==> src/rtl/rst_ctrl_pkg.sv <==
// Shared types and default constants for the reset controller and its users.
package rst_ctrl_pkg;

    typedef enum logic [1:0] {
        HOLD,
        RUN,
        SW_HOLD,
        ACK
    } rst_state_e;

    localparam int RST_SYNC_STAGES_DEF = 2;
    localparam int RST_HOLD_CYCLES_DEF = 16;

endpackage

==> src/rtl/clk_rst_if.sv <==
// Clock/reset bundle handed from the reset controller to downstream logic.
interface clk_rst_if;

    logic clk;
    logic arst;
    logic arstn;
    logic srst;
    logic srstn;

    modport source (output clk, arst, arstn, srst, srstn);
    modport sink   (input  clk, arst, arstn, srst, srstn);

endinterface

==> src/rtl/rst_sync.sv <==
// Async-assert / sync-deassert reset synchronizer; output rises STAGES edges after release.
module rst_sync #(
    parameter int STAGES = 2
) (
    input  logic clk,
    input  logic arstn,
    output logic rstn
);

    if (STAGES < 2) begin : g_bad_stages
        $error("rst_sync: STAGES must be at least 2");
    end

    logic [STAGES-1:0] chain;

    always_ff @(posedge clk or negedge arstn) begin
        if (!arstn) begin
            chain <= '0;
        end else begin
            chain <= {chain[STAGES-2:0], 1'b1};
        end
    end

    assign rstn = chain[STAGES-1];

endmodule

==> src/rtl/rst_ctrl.sv <==
// Reset controller: synchronized board reset, stretched synchronous reset and
// a four-phase software reset handshake, all presented on a clk_rst_if source.
module rst_ctrl
    import rst_ctrl_pkg::*;
#(
    parameter int SYNC_STAGES     = RST_SYNC_STAGES_DEF,
    parameter int RST_HOLD_CYCLES = RST_HOLD_CYCLES_DEF
) (
    input  logic      clk,
    input  logic      arstn,
    input  logic      sw_rst_req,
    output logic      sw_rst_ack,
    output logic      rst_busy,
    clk_rst_if.source rst_if
);

    localparam int CNT_W = $clog2(RST_HOLD_CYCLES + 1);
    localparam logic [CNT_W-1:0] LAST = CNT_W'(RST_HOLD_CYCLES - 1);

    if (RST_HOLD_CYCLES < 1) begin : g_bad_hold
        $error("rst_ctrl: RST_HOLD_CYCLES must be at least 1");
    end

    logic             sync_rstn;
    rst_state_e       state_q, state_d;
    logic [CNT_W-1:0] cnt_q, cnt_d;
    logic             srst_q, srst_d;
    logic             srstn_q;
    logic             busy_q;
    logic             ack_q, ack_d;

    rst_sync #(
        .STAGES (SYNC_STAGES)
    ) u_sync (
        .clk   (clk),
        .arstn (arstn),
        .rstn  (sync_rstn)
    );

    always_ff @(posedge clk or negedge arstn) begin
        if (!arstn) begin
            state_q <= HOLD;
            cnt_q   <= '0;
        end else begin
            state_q <= state_d;
            cnt_q   <= cnt_d;
        end
    end

    // Outputs are registered from the next-state decode so they change on the
    // same edge as the state, with no path from sw_rst_req to any output.
    always_ff @(posedge clk or negedge arstn) begin
        if (!arstn) begin
            srst_q  <= 1'b1;
            srstn_q <= 1'b0;
            busy_q  <= 1'b1;
            ack_q   <= 1'b0;
        end else begin
            srst_q  <= srst_d;
            srstn_q <= ~srst_d;
            busy_q  <= srst_d;
            ack_q   <= ack_d;
        end
    end

    always_comb begin
        state_d = state_q;
        cnt_d   = cnt_q;
        case (state_q)
            HOLD: begin
                if (sync_rstn) begin
                    if (cnt_q == LAST) begin
                        state_d = RUN;
                    end else begin
                        cnt_d = cnt_q + CNT_W'(1);
                    end
                end
            end
            RUN: begin
                if (sw_rst_req) begin
                    state_d = SW_HOLD;
                    cnt_d   = '0;
                end
            end
            SW_HOLD: begin
                if (cnt_q == LAST) begin
                    state_d = ACK;
                end else begin
                    cnt_d = cnt_q + CNT_W'(1);
                end
            end
            ACK: begin
                if (!sw_rst_req) begin
                    state_d = RUN;
                end
            end
            default: begin
                state_d = HOLD;
                cnt_d   = '0;
            end
        endcase
        srst_d = (state_d == HOLD) || (state_d == SW_HOLD);
        ack_d  = (state_d == ACK);
    end

    assign rst_if.clk   = clk;
    assign rst_if.arstn = sync_rstn;
    assign rst_if.arst  = ~sync_rstn;
    assign rst_if.srst  = srst_q;
    assign rst_if.srstn = srstn_q;
    assign sw_rst_ack   = ack_q;
    assign rst_busy     = busy_q;

endmodule

==> src/flat_wrapper.sv <==
// flat-port wrapper written by rule: the top's interface ports become plain ports
module rst_ctrl_flat import rst_ctrl_pkg::*;
#(
    parameter int SYNC_STAGES     = RST_SYNC_STAGES_DEF,
    parameter int RST_HOLD_CYCLES = RST_HOLD_CYCLES_DEF
)
  (clk, arstn, sw_rst_req, sw_rst_ack, rst_busy, rst_if_clk, rst_if_arst, rst_if_arstn, rst_if_srst, rst_if_srstn);
  clk_rst_if rst_if_i ();
  input  logic clk;
  input  logic arstn;
  input  logic sw_rst_req;
  output logic sw_rst_ack;
  output logic rst_busy;
  output wire logic [$bits(rst_if_i.clk)-1:0] rst_if_clk;
  output wire logic [$bits(rst_if_i.arst)-1:0] rst_if_arst;
  output wire logic [$bits(rst_if_i.arstn)-1:0] rst_if_arstn;
  output wire logic [$bits(rst_if_i.srst)-1:0] rst_if_srst;
  output wire logic [$bits(rst_if_i.srstn)-1:0] rst_if_srstn;
  assign rst_if_clk = rst_if_i.clk;
  assign rst_if_arst = rst_if_i.arst;
  assign rst_if_arstn = rst_if_i.arstn;
  assign rst_if_srst = rst_if_i.srst;
  assign rst_if_srstn = rst_if_i.srstn;
  rst_ctrl #(.SYNC_STAGES(SYNC_STAGES), .RST_HOLD_CYCLES(RST_HOLD_CYCLES)) u_core (.clk(clk), .arstn(arstn), .sw_rst_req(sw_rst_req), .sw_rst_ack(sw_rst_ack), .rst_busy(rst_busy), .rst_if(rst_if_i));
endmodule
==> config.mk <==
export PLATFORM = sky130hd
export DESIGN_NAME = rst_ctrl_flat
export DESIGN_NICKNAME = d
export VERILOG_FILES = /design/src/rtl/rst_ctrl_pkg.sv /design/src/rtl/clk_rst_if.sv /design/src/rtl/rst_sync.sv /design/src/rtl/rst_ctrl.sv /design/src/flat_wrapper.sv
export SDC_FILE = /design/constraint.sdc
export NUM_CORES = 1
export LEC_CHECK = 0
export CORE_AREA = 2 2 39 41
export CTS_CLUSTER_SIZE = 12
export DETAILED_ROUTE_END_ITERATION = 10
export DIE_AREA = 0 0 41 43
export PLACE_DENSITY = 0.61
export SYNTH_ARGS = -nofsm -noshare
export SYNTH_HDL_FRONTEND = slang
export SYNTH_SLANG_ARGS = --single-unit
==> constraint.sdc <==
create_clock -name clk -period 2.72 [get_ports clk]
set_clock_uncertainty 0.15 [all_clocks]
set_input_delay 0.408 -clock clk [delete_from_list [all_inputs] [get_ports clk]]
set_output_delay 0.408 -clock clk [all_outputs]
set_load 0.05 [all_outputs]
==> results.md <==
- Top post-synthesis cells by area: dfrtp_1, dfstp_2, a22o_1
- Global-route wire length before repair: roughly 1500 um
- Synth Register Bits: 11
- Peak supply drop: approximately 680 uV
- Largest family of logic cells by synthesized area: simple AND/OR/NAND/NOR gates
- Final std cells w/o fill: between 70 and 80
- Hold Crit Depth: 0
- Worst Hold Class: flop to flop
- Area share of the largest cell type after synthesis: 0.485
- Clock slew seen by the registers of the worst setup and hold paths: roughly 0.07 ns
- Met3 GRT Util: 0.0681
- Net Switching: about 0.00035 W
- Yosys warnings: 0
- Design Area, Final: about 660 um^2
- Number of max-cap violations: 0
- Largest area contributor in the netlist: dfrtp_1
- Syn avg cell area: 11.2 um^2
- Status: finished clean
- Synth Area in XOR/XNOR: 0.0170
- Clk pwr share: 0.289
- Fin nets: 66
- Placed Area: 611 um^2
- Worst R2R Start: u_core.cnt_q[0]$_DFFE_PN0P_
- CP endpoint kind: primary output
- IO Pins: 10
- DP Wirelength: 664 um
- Initial antenna violation count: 0
- Pleak: about 0.31 nW
- CP required: ~2.2 ns
- Vias per cell: 4.93
- Max-slew headroom: 0.661
- Clk_lat worst skew: approximately 0.37 ns
- Total wire length: between 800 and 900 um
- Ys async rst share: 1.00
- CP Max Fanout: 2
- Gpl congestion: slightly below 0.7
- Most common cell after layout, fill and taps aside: dfrtp_1
- Post CTS Setup Buffer Count: 0
- Synth Area in Compound Gates: 0.133
- Number of global-route vias before repair: approximately 380
- Adder-Cell Fraction of Synth Area: 0.0485
- Die Span X: 41 um
- Syn-to-layout area delta: 27.7%
- Reg2reg path depth: 5
- N_diodes: 0
- Final hold vios: 0
- Post-Synthesis Cells: 46
- Seq pwr share: 0.328
- Most frequent cells in the layout: dfrtp_1, clkdlybuf4s50_1, clkbuf_4
- Synth Area in Simple Gates: 0.163
- Pwr Total: between 0.0008 and 0.0009 W
- DRT antenna net count: 0
- P per Cell Area: about 1300 nW/um^2
- Residual DRC: 0
- Crit start category: clock port
- Unique masters post-synth: 24
- Crit path DAT: around 2.0 ns
- Die area: ~1800 um^2
- Cell Int Power: between 0.0004 and 0.0005 W
- Post-synthesis net count: 51
- Met2 Use GR: 0.163
- Core footprint: 1380 um^2
- TritonCTS clock tree: yes
- Gate power share: 0.382
- Multiplexer share of the synthesized area: 0.0291
- Setup tns final: 0 ns
- Port Buffers: 9
- Switching share of power: 0.420
- Crit. Startpoint: clk
- Drt wl/cell: 11.8 um
- Via count: between 300 and 400
- HP Start: u_core.u_sync.chain[0]$_DFF_PN0_
- Main flop type after synthesis: dfrtp_1
- Starting density of the core: 0.373
- Gr busiest metal: met1
- Setup violators final: 0
- Fin. max-slew vios: 0
- Inst Count DP: between 60 and 70
- Cell Area, Synth: around 520 um^2
- # hold bufs at CTS: 0
- Number of flops mapped to enable cells by yosys: 0
- RSZ-0062 raised after global routing: no
- Layout cells sized above 1: 0.167
- Rows: 14
- Initial DRC count: 3
- Remaining Overflow, GRT: 0
- WS Path Type: clock port to primary output
- GRT Resource Usage Total: 0.143
- GR Util met1: 0.180
- Post-synthesis sequential area ratio: 0.536
- Pin count of the biggest net entering global routing: 12
- Drt pass-1 iters: 5
- Die H: between 40 and 50 um
- Worst-margin pin slew: about 0.5 ns
layout make-up:
type                       count  area, um^2
fill                         128         726
sequential                    11         277
multi-input combinational     28         205
timing repair buffer           8        80.1
clock buffer                   8        57.6
tap                           16        20.0
inverter                       5        18.8
synthesized netlist by cell type, drive strengths merged (2+ instances only):
cell / instances
dfrtp: 10
a22o: 3
nand2b: 2
nor2: 3
or2: 2
ha: 2
inv: 5
a21oi: 3
buf: 2
state kept, by name, indices dropped and copies added, names as in the netlist:
name	flops
u_core.cnt_q	5
u_core.state_q	2
u_core.u_sync.chain	2
u_core.rst_if.srst	1
u_core.sw_rst_ack	1
logic make-up after synthesis:
logic type,after synthesis
adders and majority gates,2
DFF,11
other,1
buffers and inverters,7
xor gates and xnor gates,1
muxes,1
AOI/OAI and AO/OA,9
and+or+nand+nor,14
power groups by stage:
| stage | clock (W) | sequential, W | combinational (W) |
|---|---|---|---|
| floorplan | 0.0000793 | 0.000322 | 0.000202 |
| global placement | 0.0000848 | 0.000278 | 0.000320 |
| detailed placement | 0.0000848 | 0.000280 | 0.000324 |
| CTS | 0.000254 | 0.000276 | 0.000325 |
| global route | 0.000267 | 0.000290 | 0.000351 |
| finish | 0.000243 | 0.000276 | 0.000321 |
final timing paths:
check / to / slack, ns
worst min-delay path: u_core.u_sync.chain[1]$_DFF_PN0_ / 0.20
worst max register to register: u_core.cnt_q[2]$_DFFE_PN0P_ / 0.81
min in group asynchronous: u_core.sw_rst_ack$_DFF_PN0_ / 0.22
max in group asynchronous: u_core.rst_if.srst$_DFF_PN1_ / 1.85
worst max-delay path: rst_if_clk / 0.17
worst min register to register: u_core.u_sync.chain[1]$_DFF_PN0_ / 0.20
metrics by stage:
step,worst slack [ns],hold slack (ns),utilization
2_1_floorplan,0.635,-0.0376,-
3_3_place_gp,0.130,0.185,0.441
3_5_place_dp,0.130,0.190,0.441
4_1_cts,0.164,0.206,0.476
5_1_grt,0.150,0.219,0.476
6_report,0.171,0.204,0.476
critical path, stage by stage:
cell and delay (ns):
clkbuf_4 0.10, clkbuf_4 0.12, dlygate4sd2_1 0.41
repair_timing:
| action | CTS | global route |
|---|---|---|
| resized for setup | 1 | 0 |
| endpoints found under the hold margin | 0 | 0 |
| endpoints found under the setup margin | 1 | 0 |
per-layer routing:
layer / routed length [um] / up-vias / part of all wire
met4: 27 / 0 / 0.030
met3: 25 / 3 / 0.028
li1: - / 183 / -
met1: 393 / 183 / 0.44
met5: 0 / - / 0
met2: 448 / 6 / 0.50
(Power assumes the default switching activity.)
